File: src/rtl/arbitro_es_pkg.sv
// arbitro_es_pkg: shared types and defaults for the I/O port bus arbiter.
package arbitro_es_pkg;

    localparam int AW_DEF      = 7;
    localparam int DW_DEF      = 8;
    localparam int NUM_DISP_IO = 5;

    typedef enum logic [2:0] {
        IDLE,
        WR,
        RD1,
        RD2,
        FIN
    } estado_t;

endpackage

File: src/rtl/arbitro_entrada_salida_selector.sv
// selector_prioridad: combinational one-hot picker. Scans upward from the
// start pointer (wrapping) and picks the first active requester.
module selector_prioridad #(
    parameter int NREQ = 2,
    parameter int PW   = 1
) (
    input  logic [NREQ-1:0] req_i,
    input  logic [PW-1:0]   ptr_i,
    output logic [NREQ-1:0] sel_o,
    output logic [PW-1:0]   idx_o,
    output logic            hay_o
);

    int j;

    // first requester at or after ptr_i wins
    always_comb begin
        sel_o = '0;
        idx_o = '0;
        hay_o = 1'b0;
        j     = 0;
        for (int k = 0; k < NREQ; k++) begin
            j = (int'(ptr_i) + k) % NREQ;
            if (!hay_o && req_i[j]) begin
                sel_o[j] = 1'b1;
                idx_o    = PW'(j);
                hay_o    = 1'b1;
            end
        end
    end

endmodule

File: src/rtl/arbitro_entrada_salida.sv
// arbitro_entrada_salida: arbiter/sequencer for the memory-mapped I/O port
// bus. One transaction in flight; each ends with a one-cycle done pulse.
// Optional build macro ARBITRO_ES_ROUND_ROBIN_EN selects rotating priority;
// without it the lowest index always wins and no pointer register exists.
module arbitro_entrada_salida
    import arbitro_es_pkg::*;
#(
    parameter int NREQ = 2,
    parameter int AW   = AW_DEF,
    parameter int DW   = DW_DEF
) (
    input  logic               clk,
    input  logic               reset,
    input  logic [NREQ-1:0]    req,
    input  logic [NREQ-1:0]    we,
    input  logic [NREQ*AW-1:0] addr,
    input  logic [NREQ*DW-1:0] wdata,
    output logic [NREQ-1:0]    gnt,
    output logic [NREQ-1:0]    done,
    output logic [DW-1:0]      rdata,
    output logic [AW-1:0]      io_dir,
    output logic [DW-1:0]      io_wdata,
    output logic               io_activar,
    output logic               io_escribir,
    input  logic [DW-1:0]      io_rdata
);

    localparam int PW = (NREQ > 1) ? $clog2(NREQ) : 1;

    estado_t         estado_q;
    logic [NREQ-1:0] gnt_q, done_q;
    logic [DW-1:0]   rdata_q, io_wdata_q;
    logic [AW-1:0]   io_dir_q;
    logic            io_activar_q, io_escribir_q;

    logic [NREQ-1:0] sel;
    logic [PW-1:0]   sel_idx;
    logic [PW-1:0]   ptr;
    logic            hay_req;

    selector_prioridad #(.NREQ(NREQ), .PW(PW)) u_sel (
        .req_i (req),
        .ptr_i (ptr),
        .sel_o (sel),
        .idx_o (sel_idx),
        .hay_o (hay_req)
    );

`ifdef ARBITRO_ES_ROUND_ROBIN_EN
    logic [PW-1:0] ptr_q, ptr_d;

    assign ptr_d = (sel_idx == PW'(NREQ - 1)) ? '0 : sel_idx + PW'(1);
    assign ptr   = ptr_q;

    // move priority past each winner so the last winner is served last
    always_ff @(posedge clk or posedge reset) begin
        if (reset)
            ptr_q <= '0;
        else if (estado_q == IDLE && hay_req)
            ptr_q <= ptr_d;
    end
`else
    assign ptr = '0;
`endif

    // Transaction sequencer. The bus registers io_dir/io_wdata are loaded
    // straight from the winner in IDLE and double as the frozen request
    // latch, so later changes on addr/wdata/req cannot disturb the cycle.
    always_ff @(posedge clk or posedge reset) begin
        if (reset) begin
            estado_q      <= IDLE;
            gnt_q         <= '0;
            done_q        <= '0;
            rdata_q       <= '0;
            io_dir_q      <= '0;
            io_wdata_q    <= '0;
            io_activar_q  <= 1'b0;
            io_escribir_q <= 1'b0;
        end else begin
            done_q <= '0;
            case (estado_q)
                IDLE: begin
                    if (hay_req) begin
                        gnt_q        <= sel;
                        io_dir_q     <= addr[sel_idx*AW +: AW];
                        io_activar_q <= 1'b1;
                        if (we[sel_idx]) begin
                            io_escribir_q <= 1'b1;
                            io_wdata_q    <= wdata[sel_idx*DW +: DW];
                            estado_q      <= WR;
                        end else begin
                            estado_q <= RD1;
                        end
                    end
                end
                WR: begin
                    io_activar_q  <= 1'b0;
                    io_escribir_q <= 1'b0;
                    done_q        <= gnt_q;
                    estado_q      <= FIN;
                end
                // I/O block registers its read data at the end of RD1
                RD1: estado_q <= RD2;
                RD2: begin
                    rdata_q      <= io_rdata;
                    io_activar_q <= 1'b0;
                    done_q       <= gnt_q;
                    estado_q     <= FIN;
                end
                FIN: begin
                    gnt_q    <= '0;
                    estado_q <= IDLE;
                end
                default: estado_q <= IDLE;
            endcase
        end
    end

    assign gnt         = gnt_q;
    assign done        = done_q;
    assign rdata       = rdata_q;
    assign io_dir      = io_dir_q;
    assign io_wdata    = io_wdata_q;
    assign io_activar  = io_activar_q;
    assign io_escribir = io_escribir_q;

endmodule

File: config.mk
export PLATFORM = sky130hd
export DESIGN_NAME = arbitro_entrada_salida
export DESIGN_NICKNAME = d
export VERILOG_FILES = /design/src/rtl/arbitro_es_pkg.sv /design/src/rtl/arbitro_entrada_salida_selector.sv /design/src/rtl/arbitro_entrada_salida.sv
export SDC_FILE = /design/constraint.sdc
export NUM_CORES = 1
export LEC_CHECK = 0
export CORE_MARGIN = 2
export CORE_UTILIZATION = 35
export CTS_CLUSTER_SIZE = 25
export DETAILED_ROUTE_END_ITERATION = 12
export GPL_ROUTABILITY_DRIVEN = 0
export GPL_TIMING_DRIVEN = 1
export PLACE_DENSITY_LB_ADDON = 0.25
export SYNTH_ARGS = -nofsm -noshare
export SYNTH_HDL_FRONTEND = slang
export SYNTH_HIERARCHICAL = 1
export SYNTH_SLANG_ARGS = --single-unit
File: constraint.sdc
create_clock -name clk -period 1.7 [get_ports clk]
set_clock_uncertainty 0.15 [all_clocks]
set_input_delay 0.255 -clock clk [delete_from_list [all_inputs] [get_ports clk]]
set_output_delay 0.255 -clock clk [all_outputs]
set_load 0.02 [all_outputs]
# [After elaboration in Yosys (flattened, before gate mapping)]
# Cells that the tools add are included.
# Widths: inputs -> output; s select.
[word_totals] wordCells=48 input_bits=44 register_bits=32 out_inout_bits=29
[op_classes] eq_ne=6 magnitude_cmp=1 reduce_logical=12 muxes=18 shifts=2 multipliers=1
[op_table] op="$shiftx 16x5->8" count=1
[op_table] op="$shiftx 14x5->7" count=1
[op_table] op="$mux 1" count=9
[op_table] op="$pmux 3 s3" count=1
[op_table] op="$mux 2" count=4
[op_table] op="$eq 3x2->1 const B" count=2
[op_table] op="$reduce_and 2->1" count=3
[op_table] op="$reduce_and 3->1" count=2
[op_table] op="$reduce_bool 2->1" count=3
[op_table] op="$mul 1x3->4 const B" count=1
[op_table] op="$ne 2x2->1 const B" count=2
[op_table] op="$pmux 1 s2" count=2
[op_table] op="$pmux 2 s2" count=1
[op_table] op="$eq 3x1->1 const B" count=1
[op_table] op="$eq 3x3->1 const B" count=1
[op_table] op="$logic_not 3->1" count=1
[op_table] op="$mux 3" count=1
[op_table] op="$lt 1x2->1 const B" count=1
[op_table] op="$reduce_or 2->1" count=1
[op_table] op="$logic_and 1x1->1" count=1
[op_table] op="$logic_not 1->1" count=1

# [Depth between registers and ports, before layout]
[depth] ltp_word=9 depth_mapped=7 mapped_depth_nobuf=5

# [Cells and area by module]
# The synthesis kept the hierarchy.
[by_module_without_submodules] mod="arbitro_entrada_salida" seq_area_each_um2=800.8 cells_each=111 area_per_inst_um2=1421.4 instances=1
[by_module_without_submodules] mod="selector_prioridad" seq_area_each_um2=0.0 cells_each=5 area_per_inst_um2=32.5 instances=1

# [Least setup slack after synthesis]
# No wires, ideal clock.
[synth_path] kind="register to register" startpoint="reg estado_q[2]" endpoint="reg io_wdata_q[0] (netlist: io_wdata[0])" synth_period_minus_slack_ns=1.767 setup_ns=0.125 t_arrival_ns=1.492 path_stages_with_launch=6 path_slack_ns=-0.067 path_cell_list="dfrtp_1 buf_6 nor4b_4 nor2b_1 buf_4 mux2_2"
[synth_between] elab_chain_cells=2
[synth_lines] element="from (decl)" line="arbitro_entrada_salida.sv:30" source="estado_t estado_q;"
[synth_lines] element="from (signal assigned)" line="arbitro_entrada_salida.sv:71" source="estado_q <= IDLE;"
[synth_lines] element="from (signal assigned)" line="arbitro_entrada_salida.sv:90" source="estado_q <= WR;"
[synth_lines] element="from (signal assigned)" line="arbitro_entrada_salida.sv:92" source="estado_q <= RD1;"
[synth_lines] element="$logic_not 3->1" line="arbitro_entrada_salida.sv:81" source="case (estado_q)"
[synth_lines] element="$reduce_and 3->1 (no source line)"
[synth_lines] element="to (signal assigned)" line="arbitro_entrada_salida.sv:89" source="io_wdata_q <= wdata[sel_idx*DW +: DW];"
[synth_lines] element="to (decl)" line="arbitro_entrada_salida.sv:32" source="logic [DW-1:0] rdata_q, io_wdata_q;"
# No other way between the ends.
# A chain may end at the register's enable or synchronous reset.

# [Worst setup path after layout]
[layout_path] startpoint="reg io_dir_q[3] (netlist: io_dir[3])" endpoint="out io_dir[3]"
[layout_lines] element="from (decl)" line="arbitro_entrada_salida.sv:33" source="logic [AW-1:0] io_dir_q;"
[layout_lines] element="from (signal assigned)" line="arbitro_entrada_salida.sv:85" source="io_dir_q <= addr[sel_idx*AW +: AW];"
[layout_lines] element="to (decl)" line="arbitro_entrada_salida.sv:21" source="output logic [AW-1:0] io_dir,"
# No word-level cell between the ends.

==> flow_metrics.py <==
metrics = {
    "critical_path": {
        "r2r_setup_slack_ns": 0.07,
        "worstSetupPathType": "flop to output pin",
        "critical_path_depth": 1,
        "critPathCapture": "io_dir[3]",
        "worstSetupEndpointType": "output pin",
        "r2r-start": "estado_q[1]$_DFFE_PP0P_",
        "critPathSlowestCell": "clkdlybuf4s50_1",
        "cp-startpoint": "io_dir[3]$_DFFE_PP0P_",
        "path_delay_family": "buffers and inverters",
        "crit_chain": "clkdlybuf4s50_1",
        "r2r-end": "io_wdata[2]$_DFFE_PP0P_",
        "slowest_delay_ns": 0.62,
        "crit_buf_inv": 1,
        "cp_data_arrival_time_ns": 1.25,
        "rr_worst_depth": 4,
        "start_kind": "flop",
        "crit_path_max_fanout": 2,
        "required_ns": 1.29,
    },
    "sta": {
        "fin_ws_ns": 0.0479,
        "hold_viol_final": 0,
        "fmax_mhz": 605,
        "rsz0062_at_grt": "false",
        "fin_crit_ns": 1.65,
        "finalSetupViolCount": 0,
        "min_period_over_period": 0.972,
        "setup_tns_ns": 0,
        "maxSlewViolCount": 0,
    },
    "cells_and_area": {
        "ff_latch_area_sq_um": 801,
        "n_antenna_cell": 0,
        "postLayoutCoreUtil": 0.605,
        "mostFrequentLayoutCells": "63 x clkdlybuf4s50_1, 32 x dfrtp_1, 23 x mux2_2",
        "design_area_sq_mm": 0.00242,
        "multi_input_area_sq_um": 626,
        "layout-drive-gt1-share": 0.222,
        "nFillCells": 339,
        "final_common_cell": "clkdlybuf4s50_1",
        "nets": 246,
        "area_growth_pct": 66.4,
    },
    "global_routing": {
        "grt_pass1_wl_mm": 5.31,
        "grt_util_all_layers": 0.159,
        "first_global_vias": 1179,
        "grt_max_degree": 33,
        "grt_overflow": 0,
        "antenna_found_initial": 0,
    },
    "run_status": {
        "outcome": "finished clean",
    },
    "clock_tree": {
        "htree_levels": 2,
        "cts_sinks": 32,
        "cts_hold_buf": 0,
        "numCtsBuffers": 5,
        "cts_root_buffer": "clkbuf_8",
        "postCtsSetupBuffers": 0,
        "clkLatencyLatePin_ns": 0.28,
        "cts_tree": "done",
        "clk_path_buf_depth": 2,
        "clkTransAtPathRegs_ns": 0.06,
    },
    "routing": {
        "vias_per_cell": 4.66,
        "ant_nets": 0,
        "drc": 0,
        "first_pass_iters": 4,
        "drt-total-wl_mm": 3.43,
        "via_count": 1179,
        "drt_iter0_drc": 29,
        "detail_route.wl_per_cell_microns": 13.6,
    },
    "pwr": {
        "total_leakage_power_nw": 1.09,
        "p_total_mw": 3.97,
        "power.density_mw_per_mm2": 1640,
        "ir_drop_mv": 0.909,
    },
    "place": {
        "io_buffers": 72,
        "placed_cell_area_sq_mm": 0.00230,
        "dpl.hpwl_mm": 2.71,
        "dpl_worst_slack_ns": -0.414,
    },
    "synthesis": {
        "avgSynthCellArea_sq_um": 12.5,
        "yosysWarningCount": 6,
        "postSynthCellCount": 116,
        "synth_seq_cells": 32,
        "yosysSeqAreaShare": 0.551,
        "ys_types": 26,
        "mappedNetlistArea_sq_mm": 0.00145,
    },
    "min_path": {
        "hp-class": "input pin to asynchronous set/reset pin",
    },
    "floorplanning": {
        "core_sq_mm": 0.00400,
        "die-width_microns": 68.5,
        "rows": 23,
        "dieArea_sq_mm": 0.00469,
        "chipHeight_microns": 68.5,
        "initial_utilization": 0.363,
        "io_pins": 73,
    },
    "run": {
        "maxCapViolations": 0,
    },
}
cells in the mapped netlist:
master	n	area share
dfrtp_1	32	0.55
mux2_2	23	0.18
nor2_1	11	0.028
a21oi_1	8	0.028
mux2i_1	8	0.055
buf_2	4	0.014
nor2b_1	4	0.017
a21boi_0	3	0.015
inv_1	3	0.0077
o21ai_0	3	0.010
and2_1	2	0.0086
a2bb2oi_1	1	0.0060
a31oi_1	1	0.0043
and3b_1	1	0.0060
buf_4	1	0.0052
buf_6	1	0.0077
conb_1	1	0.0026
mux2_1	1	0.0077
nand2_2	1	0.0043
nand3_1	1	0.0034
nor3_1	1	0.0034
nor4b_4	1	0.016
o21a_1	1	0.0052
o21bai_1	1	0.0052
o31ai_1	1	0.0052
or2_1	1	0.0043
metrics by stage:
| stage | hold WS (ns) | instances |
|---|---|---|
| floorplan | 0.221 | 117 |
| global placement | 0.323 | 245 |
| detailed placement | 0.342 | 245 |
| CTS | 0.220 | 253 |
| global route | 0.247 | 253 |
| finish | 0.214 | 253 |
report_power, final:
part	switching, mW	leakage [nW]	internal, mW
clock network	0.264	0.0455	0.330
registers	0.197	0.379	1.13
logic	0.955	0.666	1.09
how the worst min path moves through the flow:
stage | to | slack (ns) | depth (start not counted)
final | io_wdata[0]$_DFFE_PP0P_ | 0.21 | 3
after global routing | io_escribir$_DFFE_PP0P_ | 0.25 | 3
after CTS | io_activar$_DFFE_PP0P_ | 0.22 | 3
after detailed placement | io_wdata[3]$_DFFE_PP0P_ | 0.34 | 1
after global placement | io_wdata[3]$_DFFE_PP0P_ | 0.32 | 1
after floorplan | done[0]$_DFF_PP0_ | 0.22 | 1
timing repair:
action / CTS / global route
resized for setup: 3 / 10
pin swaps: 1 / 1
setup endpoints to repair: 8 / 15
final cells by class:
| class | instances | area share |
|---|---|---|
| Tap cell | 50 | 0.0259 |
| Multi-Input combinational cell | 76 | 0.259 |
| Inverter | 3 | 0.00465 |
| Timing Repair Buffer | 84 | 0.343 |
| Clock buffer | 8 | 0.0372 |
| Sequential cell | 32 | 0.331 |
worst register-to-register path: stages, from the launching register on:
cell and delay [ns]:
dfrtp_1 0.41, nor4b_4 0.30, nor2b_4 0.18, buf_6 0.14, mux2_2 0.33
kinds of logic after synthesis:
kind of cell | count (synthesis) | share of synthesized area
buffers and inverters | 9 | 0.0344
and+or+nand+nor | 23 | 0.0921
AOI/OAI and AO/OA | 19 | 0.0792
muxes | 32 | 0.241
other | 1 | 0.00258
DFF | 32 | 0.551
layer usage:
metal | vias to the layer above | GRT usage | wire length [microns]
met5 | - | 0 | 0
met4 | 0 | 0.0600 | 36
met3 | 5 | 0.0740 | 291
met2 | 40 | 0.279 | 1880
met1 | 563 | 0.162 | 1230
li1 | 571 | - | -
registers in the layout (all words and copies together), names as in the netlist:
signal	flops
done	2
gnt	2
io_dir	7
io_activar	1
io_escribir	1
estado_q	3
rdata	8
io_wdata	8
(Power assumes the default switching activity.)
